===== src/rtl/io_bank.sv =====
// io_bank: MMU I/O-window responder with ID, GPIO, timer/compare and a byte TX FIFO.
// Read data is combinational from the strobes; all writes commit on the clock edge.
module io_bank #(
    parameter logic [31:0] ID_VALUE     = 32'h10C0_0001,
    parameter int          GPIO_W       = 8,
    parameter int          TX_DEPTH     = 4,
    parameter int          TX_DEPTH_LOG = 2
) (
    input  logic              clk,
    input  logic              reset,
    input  logic [7:0]        io_addr,
    input  logic              io_en,
    input  logic              io_we,
    input  logic [31:0]       io_data_write,
    output logic [31:0]       io_data_read,
    output logic [GPIO_W-1:0] gpio_out,
    input  logic [GPIO_W-1:0] gpio_in,
    output logic              timer_irq,
    output logic [7:0]        tx_data,
    output logic              tx_valid,
    input  logic              tx_ready
);
    localparam logic [5:0] A_ID  = 6'h00;
    localparam logic [5:0] A_GPO = 6'h01;
    localparam logic [5:0] A_GPI = 6'h02;
    localparam logic [5:0] A_TMR = 6'h03;
    localparam logic [5:0] A_CMP = 6'h04;
    localparam logic [5:0] A_STS = 6'h05;
    localparam logic [5:0] A_TXD = 6'h06;

    logic [GPIO_W-1:0]       r_gpio_out;
    logic [GPIO_W-1:0]       r_sync1;
    logic [GPIO_W-1:0]       r_sync2;
    logic [31:0]             r_timer;
    logic [31:0]             r_cmp;
    logic                    r_match;
    logic                    r_ovf;
    logic [7:0]              r_mem [TX_DEPTH];
    logic [TX_DEPTH_LOG-1:0] r_rd;
    logic [TX_DEPTH_LOG-1:0] r_wr;
    logic [TX_DEPTH_LOG:0]   r_cnt;

    logic [5:0]  w_sel;
    logic        w_wr;
    logic        w_full;
    logic        w_empty;
    logic        w_pop;
    logic        w_push;
    logic        w_push_ok;
    logic        w_sts_wr;
    logic [31:0] w_status;
    logic [31:0] w_rdata;
    logic        w_unused;

    assign w_sel     = io_addr[7:2];
    assign w_unused  = ^io_addr[1:0];
    assign w_wr      = io_en && io_we;
    // count never exceeds TX_DEPTH, so its top bit alone marks full
    assign w_full    = r_cnt[TX_DEPTH_LOG];
    assign w_empty   = (r_cnt == '0);
    assign w_pop     = tx_valid && tx_ready;
    assign w_push    = w_wr && (w_sel == A_TXD);
    assign w_push_ok = w_push && (!w_full || w_pop);
    assign w_sts_wr  = w_wr && (w_sel == A_STS);
    assign w_status  = {20'h0, 4'(r_cnt), 4'h0, r_ovf, w_empty, w_full, r_match};

    always_ff @(posedge clk or posedge reset) begin
        if (reset) begin
            r_gpio_out <= '0;
            r_sync1    <= '0;
            r_sync2    <= '0;
            r_timer    <= '0;
            r_cmp      <= '1;
            r_match    <= 1'b0;
            r_ovf      <= 1'b0;
            r_rd       <= '0;
            r_wr       <= '0;
            r_cnt      <= '0;
        end else begin
            if (w_wr && (w_sel == A_GPO))
                r_gpio_out <= io_data_write[GPIO_W-1:0];
            r_sync1 <= gpio_in;
            r_sync2 <= r_sync1;
            r_timer <= (w_wr && (w_sel == A_TMR)) ? io_data_write : r_timer + 32'd1;
            if (w_wr && (w_sel == A_CMP))
                r_cmp <= io_data_write;
            // sticky flags: a new event outranks a same-cycle W1C clear
            r_match <= (r_timer == r_cmp) || (r_match && !(w_sts_wr && io_data_write[0]));
            r_ovf   <= (w_push && !w_push_ok) || (r_ovf && !(w_sts_wr && io_data_write[3]));
            if (w_push_ok)
                r_wr <= r_wr + TX_DEPTH_LOG'(1);
            if (w_pop)
                r_rd <= r_rd + TX_DEPTH_LOG'(1);
            if (w_push_ok != w_pop)
                r_cnt <= w_push_ok ? r_cnt + (TX_DEPTH_LOG+1)'(1) : r_cnt - (TX_DEPTH_LOG+1)'(1);
        end
    end

    always_ff @(posedge clk) begin
        if (w_push_ok)
            r_mem[r_wr] <= io_data_write[7:0];
    end

    always_comb begin
        w_rdata = '0;
        case (w_sel)
            A_ID:    w_rdata = ID_VALUE;
            A_GPO:   w_rdata = 32'(r_gpio_out);
            A_GPI:   w_rdata = 32'(r_sync2);
            A_TMR:   w_rdata = r_timer;
            A_CMP:   w_rdata = r_cmp;
            A_STS:   w_rdata = w_status;
            default: w_rdata = '0;
        endcase
    end

    assign io_data_read = (io_en && !io_we) ? w_rdata : 32'h0;
    assign gpio_out     = r_gpio_out;
    assign timer_irq    = r_match;
    assign tx_data      = r_mem[r_rd];
    assign tx_valid     = !w_empty;
endmodule


===== config.mk =====
export PLATFORM = sky130hd
export DESIGN_NAME = io_bank
export DESIGN_NICKNAME = d
export VERILOG_FILES = /design/src/rtl/io_bank.sv
export SDC_FILE = /design/constraint.sdc
export NUM_CORES = 1
export LEC_CHECK = 0
export CELL_PAD_IN_SITES_DETAIL_PLACEMENT = 1
export CELL_PAD_IN_SITES_GLOBAL_PLACEMENT = 2
export CORE_MARGIN = 5
export CORE_UTILIZATION = 35
export CTS_CLUSTER_SIZE = 40
export DETAILED_ROUTE_END_ITERATION = 8
export PLACE_DENSITY_LB_ADDON = 0.08
export SLEW_MARGIN = 5
export SYNTH_ARGS = -nofsm -noshare
export SYNTH_HDL_FRONTEND = slang
export SYNTH_SLANG_ARGS = --single-unit

===== constraint.sdc =====
create_clock -name clk -period 3.64 [get_ports clk]
set_input_delay 0.728 -clock clk [delete_from_list [all_inputs] [get_ports clk]]
set_output_delay 0.728 -clock clk [all_outputs]
set_load 0.005 [all_outputs]

### After elaboration in Yosys (flattened, before gate mapping)

Memory sizes are Yosys's and may differ from the RTL's.
Index checks and enable logic that the tools add are counted.

| storage, ports and cells | value |
|---|---|
| register bits after elaboration | 97 |
| bits in latches | 0 |
| memory bits (writable) | 32 |
| memory bits (read-only) | 0 |
| input bits | 53 |
| output and inout bits | 50 |
| logic and storage cells | 55 |
| memories | 1 |

Memories:

| name | words | width | read ports | clocked after Yosys merged registers in | wr ports | RTL line | source |
|---|---|---|---|---|---|---|---|
| r_mem | 4 | 8 | 1 | 0 | 1 | 38 | `logic [7:0] r_mem [TX_DEPTH];` |

| operators by class | value |
|---|---|
| add/sub/neg operators | 5 |
| $mul | 0 |
| divide/modulo/power cells | 0 |
| $lt $le $gt $ge | 0 |
| equal/unequal tests | 8 |
| shift operators | 0 |
| multiplexer cells | 6 |
| bitwise operators | 0 |
| reduce and logical (&&, ||, !) cells | 25 |

Operators with widths:

| operator | count |
|---|---|
| $pmux 32 s6 | 1 |
| $mux 32 | 2 |
| $add 32x1->32 const B | 1 |
| $eq 32x32->1 | 1 |
| $eq 6x3->1 const B | 3 |
| $logic_and 1x1->1 | 14 |
| $eq 6x2->1 const B | 2 |
| $eq 6x1->1 const B | 1 |
| $logic_not 1->1 | 6 |
| $logic_not 6->1 | 1 |
| $add 2x1->2 const B | 2 |
| $add 3x1->3 const B | 1 |
| $logic_not 3->1 | 1 |
| $logic_or 1x1->1 | 3 |
| $mux 3 | 1 |
| $sub 3x1->3 const B | 1 |
| $mux 1 | 2 |
| $ne 1x1->1 | 1 |

### Longest topological paths before layout

| depth | value |
|---|---|
| depth in word-level cells | 8 |
| depth in mapped cells | 10 |
| mapped depth without buffers | 8 |

### Worst setup path after synthesis

No wires, ideal clock.

| timing path | value |
|---|---|
| path type | input to register |
| start point | input io_addr[5] |
| end point | register r_cnt[1] |
| setup time | 125 ps |
| data arrival time | 3085 ps |
| required time | 3515 ps |
| slack | 431 ps |
| cell stages on the path | 9 |
| path buffers | 1 |
| cell sequence | or4b_4 > or3_1 > buf_2 > a21oi_2 > inv_1 > fa_1 > or3_1 > a21oi_1 > nor3_1 |

| on the way | value |
|---|---|
| cells in the longest elaborated chain, start to end | 4 |
| elaborated cells on any way between the ends | 5 |
| classes of those cells | 2 x eq/ne; 1 x mux; 2 x reduce/logical |

Ends and longest elaborated chain:

| item | RTL line | source |
|---|---|---|
| start, declared | 11 | `input logic [7:0] io_addr,` |
| $eq 6x3->1 * | 62 | `assign w_push = w_wr && (w_sel == A_TXD);` |
| $logic_and 1x1->1 * | 62 |  |
| $logic_and 1x1->1 * | 63 | `assign w_push_ok = w_push && (!w_full \|\| w_pop);` |
| $mux 3 / $ne 1x1->1 (equally long branches) | 95, 94 |  |
| end signal, assigned | 95 | `r_cnt <= w_push_ok ? r_cnt + (TX_DEPTH_LOG+1)'(1) : r_cnt - (TX_DEPTH_LOG+1)'(1);` |
| end, declared | 41 | `logic [TX_DEPTH_LOG:0] r_cnt;` |

Every way passes the cells marked *; elsewhere a longest branch is shown, timed or not.
A chain may end at the register's enable or synchronous reset.

### Worst setup path after layout

| timing path | value |
|---|---|
| start point | input io_addr[5] |
| end point | output io_data_read[1] |

| on the way | value |
|---|---|
| cells in the longest elaborated chain, start to end | 3 |
| elaborated cells on any way between the ends | 8 |
| classes of those cells | 5 x eq/ne; 2 x mux; 1 x reduce/logical |

Ends and longest elaborated chain:

| item | RTL line | source |
|---|---|---|
| $eq 6x3->1 (tied with other cells) | 106 | `case (w_sel)` |
| $pmux 32 s6 * | 106 |  |
| $mux 32 * | 117 | `assign io_data_read = (io_en && !io_we) ? w_rdata : 32'h0;` |
| end, declared | 15 | `output logic [31:0] io_data_read,` |

Marked as above.

==> results.py <==
metrics = {
    "status": {
        "status": "finished clean",
    },
    "timing": {
        "setup_viol": 0,
        "timing.fmax_ghz": 0.2793,
        "fin_crit_ns": 3.580,
        "finalHoldViolations": 0,
        "worst_slack_ns": 0.05996,
        "fin_crit_sh_pct": 98.35,
        "whs_ns": 0.3474,
        "finClkSkew_ns": 0.008272,
        "maxSlewViolCount": 0,
        "relSlewSlack_pct": 54.70,
        "worst_slew_pin_slew_ns": 0.6732,
        "rsz0062_at_grt": "yes",
    },
    "critical_path": {
        "worstPathArrival_ns": 2.85,
        "critical_path_required_ns": 2.91,
        "crit_type": "primary input to output port",
        "path_cells": "clkdlybuf4s50_1 > or4b_4 > nor2_2 > buf_6 > a222oi_1 > a21oi_1 > clkdlybuf4s50_1",
        "crit_fanout": 8,
        "max_stage_delay_ns": 0.60,
        "cp_num_buf_inv": 3,
        "endpoint_kind": "output port",
        "critPathMostFrequentCell": "clkdlybuf4s50_1",
        "crit_slowest_cell": "or4b_4",
        "crit_family": "buffers and inverters",
        "start_kind": "primary input",
    },
    "floorplanning": {
        "die_y_um": 145.4,
        "rows": 49,
        "start_util_pct": 35.60,
        "pin_count": 103,
        "die_area_um2": 21140,
        "core_area_um2": 18020,
        "fp.dieW_um": 145.4,
    },
    "grt": {
        "grt_pass1_vias": 5326,
        "grt_pass1_wl_um": 30220,
        "grt_usage_pct": 18.13,
        "antenna_found_initial": 0,
        "gr-total-overflow": 0,
        "grt_max_degree": 64,
    },
    "clock_tree": {
        "cts_sinks": 129,
        "clk_latency_ns": 0.41,
        "numCtsBuffers": 17,
        "holdBufCountCts": 0,
        "cts_tree": "done",
        "clkSlewWorstSetupHoldPaths_ns": 0.06,
        "cts_max_level": 4,
        "cts_root_buf": "clkbuf_16",
        "clk_path_buf_depth": 2,
    },
    "detailed_routing": {
        "vias": 4832,
        "remaining_drc_errors": 0,
        "wire_per_inst_um": 20.37,
        "antenna_left": 0,
        "dr.pass1.iters": 4,
        "drt_wl_total_um": 18860,
        "viasPerCell": 5.218,
        "drt_iter0_markers": 204,
    },
    "job": {
        "maxCapViolCount": 0,
    },
    "synthesis": {
        "seq_area_frac_synth_pct": 53.43,
        "netlist_area_um2": 6416,
        "syn-num-nets": 627,
        "synth_warnings": 0,
        "syn_inst": 568,
        "synth.distinct_cells": 42,
        "avgSynthCellArea_um2": 11.30,
        "synth_seq_cells": 129,
    },
    "placed_design": {
        "dp_slack_ns": -0.05666,
        "dp_hpwl_um": 13550,
        "dpl.cell_count": 887,
        "place.port_buffers": 100,
        "place_congestion": 0.7480,
    },
    "power_and_ir_drop": {
        "peakVddDrop_mv": 0.3442,
        "power_uw": 4597,
        "p_leak_uw": 0.003329,
        "p_per_area_nw_per_um2": 539.9,
    },
    "hold_path": {
        "hold_class": "register to register",
    },
    "final_layout": {
        "diodes": 0,
        "fin_nets": 743,
        "area_growth_pct": 32.70,
        "drive_gt1_share_pct": 23.67,
        "fin_cells": 926,
    },
}
-- area by class of cell --
cell class / instances / area (µm²)
clock buffers: 17 / 425.4
clock inverters: 15 / 157.7
fillers: 1938 / 9510
inverters: 13 / 51.30
multi-input cells: 388 / 2810
flip-flops and latches: 129 / 3428
well taps: 229 / 286.5
repair buffers: 135 / 1355
-- where the power goes --
group	internal, µW	switching (µW)	total (µW)
registers	1680	343	2030
clock network	1010	680	1690
logic	519	357	876
-- sequential cells by signal, summed over array words and instances, names as in the netlist, 3 cells and up --
| name | cells |
|---|---|
| r_cmp | 32 |
| r_mem | 32 |
| r_timer | 32 |
| gpio_out | 8 |
| r_sync1 | 8 |
| r_sync2 | 8 |
| r_cnt | 3 |
-- worst reg2reg max path: cells and delay by family (launching register included) --
kind / cells / cell delay (ns)
fa+ha+maj: 1 / 0.25
compound gates: 1 / 0.09
simple gates: 3 / 1.31
flops: 1 / 0.48
xor+xnor: 1 / 0.16
-- layer usage --
metal	vias to the layer above	global-route usage, %	part of all wire, %
met5	-	0	0
met2	103	29.15	48
met1	2447	25.35	48
met4	0	4.478	0.90
met3	10	3.581	3.5
li1	2272	-	-
-- placed cells by master (no fill, tap or decap), drive strengths merged, types with 4 or more instances in the layout --
master         instances
clkinv                 6
mux4                   8
dfstp                 32
edfxtp                32
dfrtp                 65
nand4                 16
and2                   6
or3                    6
dlymetal6s2s           8
mux2                  46
xor2                  11
nor4                   7
inv                   17
nand3                 12
and3                   4
dlygate4sd2           20
xnor2                 54
nor2                  65
nor3                  16
a22oi                 32
o21ai                  6
nand2                 25
a21oi                 48
clkdlybuf4s50         72
clkbuf                18
buf                   34
ha                     5
-- Yosys cell counts, drive strengths merged --
cell	n	share of area (%)
xor2	11	1.5
xnor2	54	7.4
inv	13	0.76
fa	1	0.31
clkbuf	26	1.5
nor3	16	1.5
nand3	12	0.94
and3	4	0.39
o22ai	1	0.098
a22oi	32	3.7
nor4	7	0.88
nand2	25	1.5
or4	3	0.35
dfrtp	65	25
nor2	65	3.8
a32oi	1	0.14
and2	6	0.59
ha	5	0.98
a222oi	3	0.47
a211oi	2	0.23
o21ai	6	0.47
mux4	8	2.8
or4b	1	0.21
a32o	1	0.16
nand4	16	1.6
dfstp	32	13
a211o	1	0.14
a22o	1	0.14
o211ai	1	0.12
nand2b	3	0.29
edfxtp	32	15
a21oi	48	3.8
mux2	46	8.1
and4	2	0.27
or3	6	0.59
buf	12	0.92
-- per-stage QoR --
| step | TNS [ns] | cell area, µm² | utilization (%) |
|---|---|---|---|
| after CTS | -0.004959 | 8411 | 46.66 |
| final | 0 | 8514 | 47.24 |
| after floorplan | 0 | 6416 | - |
| after global placement | -0.4029 | 7835 | 43.47 |
| after detailed placement | -0.7038 | 7835 | 43.47 |
| after global routing | -0.002491 | 8514 | 47.24 |
-- worst paths after layout --
kind                            slack, ns  depth (start not counted)               endpoint                  from
min in group asynchronous            0.75                          2   r_sync2[5]$_DFF_PP0_                 reset
worst min-delay path                 0.35                          0   r_sync2[6]$_DFF_PP0_  r_sync1[6]$_DFF_PP0_
max in group asynchronous            2.12                          3  r_cmp[26]$_DFFE_PP1P_                 reset
worst max-delay path                 0.06                          7        io_data_read[1]            io_addr[5]
worst max register to register       1.21                          6  r_timer[28]$_DFF_PP0_  r_timer[0]$_DFF_PP0_
worst min register to register       0.35                          0   r_sync2[6]$_DFF_PP0_  r_sync1[6]$_DFF_PP0_
-- repair_timing --
action | 4_1_cts | 5_1_grt
setup endpoints to repair | 22 | 12
resized for setup | 23 | 14
cloned | 0 | 1
setup buffers | 1 | 5
pin swaps | 0 | 4
-- cells by family after synthesis --
group                      synth area share [%]
and+or+nand+nor                           12.83
AOI/OAI and AO/OA                         9.497
adders and majority gates                 1.287
xor gates and xnor gates                  8.873
DFF                                       53.43
buffers and inverters                     3.198
muxes                                     10.88
No activity file was read; power rests on OpenSTA's default activity.
